$ cat config.mk
export PLATFORM = sky130hd
export DESIGN_NAME = control_calculadora
export DESIGN_NICKNAME = d
export VERILOG_FILES = /design/src/rtl/calc_pkg.sv /design/src/rtl/detector_flanco.sv /design/src/rtl/control_calculadora.sv
export SDC_FILE = /design/constraint.sdc
export NUM_CORES = 1
export LEC_CHECK = 0
export ABC_AREA = 1
export CORE_ASPECT_RATIO = 1.2
export CORE_MARGIN = 5
export CORE_UTILIZATION = 54
export DETAILED_ROUTE_END_ITERATION = 10
export GPL_ROUTABILITY_DRIVEN = 0
export PLACE_DENSITY = 0.85
export SYNTH_ARGS = -nofsm -noshare
export SYNTH_HDL_FRONTEND = slang
export SYNTH_SLANG_ARGS = --single-unit
$ cat constraint.sdc
create_clock -name clk -period 3.1 [get_ports clk]
set_input_delay 0.62 -clock clk [delete_from_list [all_inputs] [get_ports clk]]
set_output_delay 0.62 -clock clk [all_outputs]
set_load 0.1 [all_outputs]
$ cat src/rtl/calc_pkg.sv
// rtl/calc_pkg.sv - shared encodings for the TP3 calculator blocks
package calc_pkg;

  typedef enum logic [2:0] {
    S_OP1    = 3'd0,
    S_OP2    = 3'd1,
    S_EXEC   = 3'd2,
    S_RESULT = 3'd3,
    S_ERROR  = 3'd4
  } state_t;

  localparam logic [3:0] KEY_ADD = 4'hA;
  localparam logic [3:0] KEY_SUB = 4'hB;
  localparam logic [3:0] KEY_MUL = 4'hC;
  localparam logic [3:0] KEY_EQ  = 4'hE;
  localparam logic [3:0] KEY_CLR = 4'hF;

  localparam logic [1:0] OP_ADD = 2'b00;
  localparam logic [1:0] OP_SUB = 2'b01;
  localparam logic [1:0] OP_MUL = 2'b10;

  // Only called with A/B/C; anything else falls through to multiply.
  function automatic logic [1:0] key_to_op(input logic [3:0] key);
    case (key)
      KEY_ADD: key_to_op = OP_ADD;
      KEY_SUB: key_to_op = OP_SUB;
      default: key_to_op = OP_MUL;
    endcase
  endfunction

endpackage

$ cat src/rtl/detector_flanco.sv
// rtl/detector_flanco.sv - rising-edge detector; history resets high so a level
// already asserted at reset release produces no pulse
module detector_flanco (
  input  logic clk,
  input  logic reset,
  input  logic sig,
  output logic pulse
);

  logic prev;

  always_ff @(posedge clk) begin
    if (!reset) prev <= 1'b1;
    else        prev <= sig;
  end

  assign pulse = sig & ~prev;

endmodule

$ cat src/rtl/control_calculadora.sv
// rtl/control_calculadora.sv - calculator sequencer: operand entry, ALU launch
// and display selection
module control_calculadora
  import calc_pkg::*;
#(
  parameter int N_DIGITS    = 4,
  parameter int ALU_TIMEOUT = 255
) (
  input  logic                  clk,
  input  logic                  reset,
  input  logic                  key_valid,
  input  logic [3:0]            key_code,
  input  logic                  alu_done,
  input  logic [4*N_DIGITS-1:0] alu_result,
  output logic                  alu_start,
  output logic [1:0]            alu_op,
  output logic [4*N_DIGITS-1:0] alu_a,
  output logic [4*N_DIGITS-1:0] alu_b,
  output logic [4*N_DIGITS-1:0] disp_value,
  output logic                  busy,
  output logic                  error
);

  localparam int W  = 4 * N_DIGITS;
  localparam int CW = $clog2(N_DIGITS + 1);
  localparam int TW = $clog2(ALU_TIMEOUT + 1);
  localparam logic [CW-1:0] DMAX = CW'(N_DIGITS);
  localparam logic [TW-1:0] TMAX = TW'(ALU_TIMEOUT);

  state_t        state;
  logic [W-1:0]  op1, op2, res;
  logic [CW-1:0] cnt;
  logic [TW-1:0] tmo;
  logic          key_event, is_digit, is_op, clear_key, can_shift;

  detector_flanco u_detector_flanco (
    .clk   (clk),
    .reset (reset),
    .sig   (key_valid),
    .pulse (key_event)
  );

  assign is_digit  = key_event && (key_code <= 4'd9);
  assign is_op     = key_event && (key_code inside {KEY_ADD, KEY_SUB, KEY_MUL});
  assign clear_key = key_event && (key_code == KEY_CLR);
  assign can_shift = is_digit && (cnt < DMAX);

  // Clear key restores the reset image; key history lives in the detector.
  always_ff @(posedge clk) begin
    if (!reset || clear_key) begin
      state     <= S_OP1;
      op1       <= '0;
      op2       <= '0;
      res       <= '0;
      cnt       <= '0;
      tmo       <= '0;
      alu_op    <= OP_ADD;
      alu_start <= 1'b0;
    end else begin
      alu_start <= 1'b0;
      case (state)
        S_OP1: begin
          if (can_shift) begin
            op1 <= {op1[W-5:0], key_code};
            cnt <= cnt + CW'(1);
          end else if (is_op) begin
            alu_op <= key_to_op(key_code);
            cnt    <= '0;
            op2    <= '0;
            state  <= S_OP2;
          end
        end
        S_OP2: begin
          if (can_shift) begin
            op2 <= {op2[W-5:0], key_code};
            cnt <= cnt + CW'(1);
          end else if (is_op) begin
            alu_op <= key_to_op(key_code);
          end else if (key_event && key_code == KEY_EQ) begin
            alu_start <= 1'b1;
            tmo       <= '0;
            state     <= S_EXEC;
          end
        end
        S_EXEC: begin
          if (alu_done) begin
            res   <= alu_result;
            state <= S_RESULT;
          end else if (tmo == TMAX) begin
            state <= S_ERROR;
          end else begin
            tmo <= tmo + TW'(1);
          end
        end
        S_RESULT: begin
          if (is_digit) begin
            op1   <= {{(W-4){1'b0}}, key_code};
            cnt   <= CW'(1);
            state <= S_OP1;
          end else if (is_op) begin
            op1    <= res;
            alu_op <= key_to_op(key_code);
            op2    <= '0;
            cnt    <= '0;
            state  <= S_OP2;
          end
        end
        S_ERROR: ;
        default: state <= S_OP1;
      endcase
    end
  end

  always_comb begin
    disp_value = op1;
    case (state)
      S_OP1:    disp_value = op1;
      S_OP2:    disp_value = op2;
      S_EXEC:   disp_value = op2;
      S_RESULT: disp_value = res;
      S_ERROR:  disp_value = {N_DIGITS{4'hE}};
      default:  disp_value = op1;
    endcase
  end

  assign alu_a = op1;
  assign alu_b = op2;
  assign busy  = (state == S_EXEC);
  assign error = (state == S_ERROR);

endmodule

======== After elaboration in Yosys (flattened, before gate mapping) ========
Cells that the tools add are included.
word-level totals
  latch bits .............................. 0
  word-level logic and storage cells ...... 98
  memories kept ........................... 0
  ROM bits ................................ 0
  output and inout port bits .............. 53
  register bits after elaboration ......... 66
  RAM bits ................................ 0
  input port bits ......................... 24
cells by class
  reductions and logical operators ........ 23
  shift operators ......................... 0
  multiply operators ...................... 0
  $lt $le $gt $ge ......................... 2
  muxes and demuxes ....................... 36
  equality and inequality tests ........... 22
  div/mod/pow operators ................... 0
  add/subtract/negate cells ............... 2
  bitwise operators ....................... 4
operator list
  operator                                                               number
  16-bit two-way mux                                                     7
  16-bit one-hot mux with 3 select lines                                 2
  8-bit two-way mux                                                      5
  3-bit two-way mux                                                      12
  16-bit one-hot mux with 2 select lines                                 1
  4-bit equality test, second input constant                             5
  2-bit inequality test, second input constant                           10
  8-bit one-hot mux with 2 select lines                                  1
  3-bit one-hot mux with 5 select lines                                  1
  6-bit AND reduction                                                    2
  3-bit one-hot mux with 3 select lines                                  1
  8-bit by 1-bit adder with 8-bit output, second input constant          1
  8-bit equality test, second input constant                             1
  2-bit one-hot mux with 2 select lines                                  2
  3-bit by 2-bit equality test with 1-bit output, second input constant  2
  2-bit two-way mux                                                      3
  3-bit AND reduction                                                    2
  2-bit nonzero test                                                     3
  3-bit nonzero test                                                     2
  1-bit logical AND                                                      5
  4-bit <= comparator, second input constant                             1
  2-bit AND reduction                                                    2
  4-bit AND reduction                                                    1
  2-bit OR reduction                                                     2
  other kinds (13)                                                       15

======== Logic depth before layout (Yosys ltp) ========
Gate-level depths: netlist of run 1.
  depth after elaboration ................. 7
  depth in mapped cells ................... 11
  mapped depth without buffers ............ 11

======== Cells and area by module ========
A second synthesis of run 1 with hierarchy kept.
second synthesis, totals
  cells, all modules ...................... 525
  area total of the unflattened synthesis .. 3594.7 um2
modules (own cells, without submodules)
  module               cells each  area each (um2)  instances
  control_calculadora  521         3560.9           1
  detector_flanco      4           33.8             1

======== Least setup slack after synthesis of run 1 ========
OpenSTA, ideal clock, no wires.
  path kind ............................... reg2out
  from .................................... register state[1]
  to ...................................... output disp_value[3]
  cell stages (with the launch flop) ...... 5
  slack ................................... -2.346 ns
  path buffers ............................ 1
  required time ........................... 2.480 ns
  arrival time ............................ 4.826 ns
  path through ............................ dfxtp_1 nor3_1 nor2_1 buf_2 a32oi_1
between the ends
  elaborated cells on any way between the ends .. 6
  those cells by class .................... eq/ne: 4; mux: 1; reduce/logical: 1
RTL lines
  item                                    RTL line                    text
  start: declaration                      control_calculadora.sv:30   state_t state;
  start signal: assignment                control_calculadora.sv:51   state <= S_OP1;
  start signal: assignment                control_calculadora.sv:70   state <= S_OP2;
  start signal: assignment                control_calculadora.sv:82   state <= S_EXEC;
  3-bit equality test                     -
  named net error                         control_calculadora.sv:21   output logic error
  16-bit one-hot mux with 3 select lines  control_calculadora.sv:116  case (state)
  end: declaration                        control_calculadora.sv:19   output logic [4*N_DIGITS-1:0] disp_value,
The timed path passes the listed nets, and every way through them passes these cells.

======== Worst setup path after layout of run 1 ========
  from .................................... register state[0]
  to ...................................... output disp_value[4]
between the ends
  longest elaborated chain between the ends .. 3
  elaborated cells on any way between the ends .. 6
  those cells by class .................... eq/ne: 4; mux: 1; reduce/logical: 1
RTL lines
  item                                                                                                                     RTL line
  3-bit by 2-bit equality test with 1-bit output / 3-bit by 1-bit equality test with 1-bit output (equally long branches)  control_calculadora.sv:116
  2-bit OR reduction (no line)                                                                                             -
  16-bit one-hot mux with 3 select lines *                                                                                 control_calculadora.sv:116
Mark *: on every way between the ends. The rest lies on a longest branch, timed or not.

==> insert_results.sql, run 1 <==
INSERT INTO impl_metrics (metric_group, metric, value, unit) VALUES
('timing', 'setup_slack', '0.4033', 'ns'),
('layout', 'drive_gt1_share', '18.79', '%'),
('die', 'ios', '77', ''),
('worst_hold_path', 'hold_path_class', 'flop to flop', ''),
('route', 'number_of_vias_after_detailed_routing', '3644', ''),
('critical_path', 'critical_path.slowest_cell', 'sky130_fd_sc_hd__inv_2', ''),
('global_route', 'gr-usage-all-layers', '24.31', '%'),
('clock_tree', 'buffer_count_from_post_cts_setup_fixing', '0', ''),
('global_route', 'wire_length_of_the_first_global_routing_pass', '15.48', 'mm'),
('synthesis', 'synth-seq-cells', '66', ''),
('place', 'numPortBuffers', '76', ''),
('layout', 'nNetsFinal', '601', ''),
('layout', 'diode_count', '0', ''),
('die', 'core.rowCount', '31', ''),
('timing', 'unrepaired_setup_endpoints_after_global_routing', 'false', ''),
('synthesis', 'synth_fp_nets', '530', ''),
('place', 'dpl.hpwl', '7.048', 'mm'),
('layout', 'final_design_area_no_fill', '0.004538', 'mm²'),
('critical_path', 'path_max_fanout', '34', ''),
('power_and_ir_drop', 'p_per_area', '839.2', 'mW/mm²'),
('synthesis', 'netlist.top_cell.by_area', 'sky130_fd_sc_hd__dfxtp_1', ''),
('power_and_ir_drop', 'power', '3.808', 'mW'),
('timing', 'setup_tns', '0', 'ns'),
('layout', 'regArea', '0.001324', 'mm²'),
('layout', 'multi_input_combinational_cell_area', '0.001847', 'mm²'),
('die', 'starting_density', '55.89', '%'),
('global_route', 'grt.overflow.total', '0', ''),
('synthesis', 'post_synth_instance_area', '0.003403', 'mm²'),
('layout', 'layout-area-overhead-vs-synth', '33.35', '%'),
('die', 'area_of_the_core', '0.006090', 'mm²'),
('timing', 'finalSetupViolCount', '0', ''),
('clock_tree', 'cts.sinks', '66', ''),
('synthesis', 'synth-main-ff-cell', 'sky130_fd_sc_hd__dfxtp_1', ''),
('timing', 'max_slew_margin', '43.69', '%'),
('critical_path', 'worstPathCellList', 'nand2_2 -> nor2_4 -> inv_2 -> nor2_1 -> a21oi_1 -> nand2_1 -> buf_12', ''),
('clock_tree', 'cts_made_buffers', '9', ''),
('layout', 'fraction_of_the_core_area_covered_by_cells_at_the_end_of_the_flow', '74.52', '%'),
('die', 'die-area', '0.007997', 'mm²'),
('critical_path', 'kind_of_cell_adding_the_most_delay_to_the_critical_path', 'buffers and inverters', ''),
('route', 'drcViolationCount', '0', ''),
('route', 'route.detailed.vias_per_inst', '5.505', ''),
('timing', 'maximum_clock_rate', '370.8', 'MHz'),
('global_route', 'number_of_antenna_violations_at_the_first_check_in_global_routing', '0', ''),
('synthesis', 'postSynthAreaPerCell', '6.753', 'µm²'),
('clock_tree', 'clkLatencyLatePin', '0.35', 'ns'),
('route', 'dr_wl_cell', '14.65', 'µm'),
('layout', 'nFillCells', '482', ''),
('timing', 'worst_slew_pin_tran', '0.8438', 'ns'),
('route', 'drtIter0Drc', '198', ''),
('synthesis', 'synth.most_common_cell', 'sky130_fd_sc_hd__nand2_1', ''),
('die', 'die_height', '96.97', 'µm'),
('clock_tree', 'post_cts_hold_buffers', '0', ''),
('timing', 'post-route-period-util', '86.99', '%'),
('global_route', 'grt_pass1_vias', '3443', ''),
('clock_tree', 'clockBufferDepth', '2', ''),
('synthesis', 'netlist_top_cells_area', 'sky130_fd_sc_hd__dfxtp_1 39%, sky130_fd_sc_hd__nand2_1 15%, sky130_fd_sc_hd__a21oi_1 7.5%', ''),
('critical_path', 'reg2reg_slack', '1.19', 'ns'),
('critical_path', 'critical_path.endpoint_type', 'output port', ''),
('critical_path', 'start_kind', 'flop', ''),
('place', 'detailedPlace.worstSlack', '0.4374', 'ns'),
('critical_path', 'cp.required', '2.48', 'ns'),
('die', 'chipWidth', '82.47', 'µm'),
('place', 'dpl_cell_area', '0.004319', 'mm²'),
('outcome', 'status', 'completed', ''),
('timing', 'period_needed', '2.697', 'ns'),
('global_route', 'grt_max_degree', '35', ''),
('timing', 'final_hold_viol_count', '0', ''),
('route', 'firstDrtPassIters', '6', ''),
('synthesis', 'synth-warning-count', '0', ''),
('clock_tree', 'post_cts_clock_slew_at_the_launch_and_capture_registers_of_the_worst_setup_and_hold_paths', '0.07', 'ns'),
('power_and_ir_drop', 'peakVddDrop', '0.0006306', 'V');
state kept, by name, indices dropped and copies added (netlist names):
| signal | count |
|---|---|
| alu_a | 16 |
| tmo | 8 |
| alu_b | 16 |
| cnt | 3 |
| u_detector_flanco.prev | 1 |
| alu_start | 1 |
| state | 3 |
| alu_op | 2 |
| res | 16 |
cells in the final DEF (no fill, tap or decap), types with 5 or more instances in the layout:
cell type,n
sky130_fd_sc_hd__dfxtp_1,64
sky130_fd_sc_hd__o2111ai_1,6
sky130_fd_sc_hd__nand3_1,32
sky130_fd_sc_hd__buf_4,43
sky130_fd_sc_hd__o21ai_0,23
sky130_fd_sc_hd__clkbuf_8,9
sky130_fd_sc_hd__a21oi_1,51
sky130_fd_sc_hd__inv_2,7
sky130_fd_sc_hd__nand2_1,140
sky130_fd_sc_hd__nor2_4,5
sky130_fd_sc_hd__buf_12,16
sky130_fd_sc_hd__nand2_2,7
sky130_fd_sc_hd__inv_1,39
sky130_fd_sc_hd__nor2_1,65
sky130_fd_sc_hd__clkdlybuf4s50_1,23
sky130_fd_sc_hd__a22oi_1,11
final timing paths:
kind                                 endpoint  startpoint  cells after the start
worst max-delay path            disp_value[4]    state[0]                      7
worst min-delay path                   cnt[1]      cnt[1]                      2
worst max register to register      alu_a[13]    state[0]                     10
worst min register to register         cnt[1]      cnt[1]                      2
worst reg2reg max path, delay by kind of cell (launching register included):
family                 cells  cell delay [ns]
DFF                        1             0.47
AOI/OAI and AO/OA          1             0.04
buffers and inverters      2             0.43
and+or+nand+nor            7             0.91
where the power goes:
part	internal (mW)	switching (mW)
Combinational	0.560	1.44
Clock	0.454	0.349
Sequential	0.933	0.0703
cell type report:
cell class                      instances  area share, %
Sequential cell                        66          29.17
Inverter                               46          3.805
Tap cell                               82          2.261
Multi-Input combinational cell        370          40.69
Timing Repair Buffer                   82          19.24
Clock inverter                          6          2.013
Clock buffer                           10          2.812
routing by layer:
layer	vias up	routed length, µm	share of wire (%)	GRT usage (%)
met5	-	0	0	0
met4	0	269	2.8	9.591
met3	25	691	7.1	5.204
met2	147	5033	52	42.16
met1	1685	3704	38	28.07
li1	1787	-	-	-
logic make-up (layout without fill, tap and decap cells):
logic type | count (synthesis) | count (layout) | synth area share [%]
and+or+nand+nor | 266 | 266 | 34.37
AOI/OAI and AO/OA | 98 | 98 | 16.80
buffers and inverters | 68 | 144 | 8.235
DFF | 66 | 66 | 38.82
xor gates and xnor gates | 4 | 4 | 1.030
adders and majority gates | 2 | 2 | 0.7352
Note: power is estimated with default switching activity, not from simulation.
==> inputs of run 2 (changes only) <==
--- a/config.mk
+++ b/config.mk
@@ -9,6 +9,7 @@
 export CORE_ASPECT_RATIO = 1.2
 export CORE_MARGIN = 5
 export CORE_UTILIZATION = 54
+export CTS_CLUSTER_SIZE = 20
 export DETAILED_ROUTE_END_ITERATION = 10
 export GPL_ROUTABILITY_DRIVEN = 0
 export PLACE_DENSITY = 0.85
==> results of run 2 <==
Final layout, timing and power as in run 1 (identical DEF).
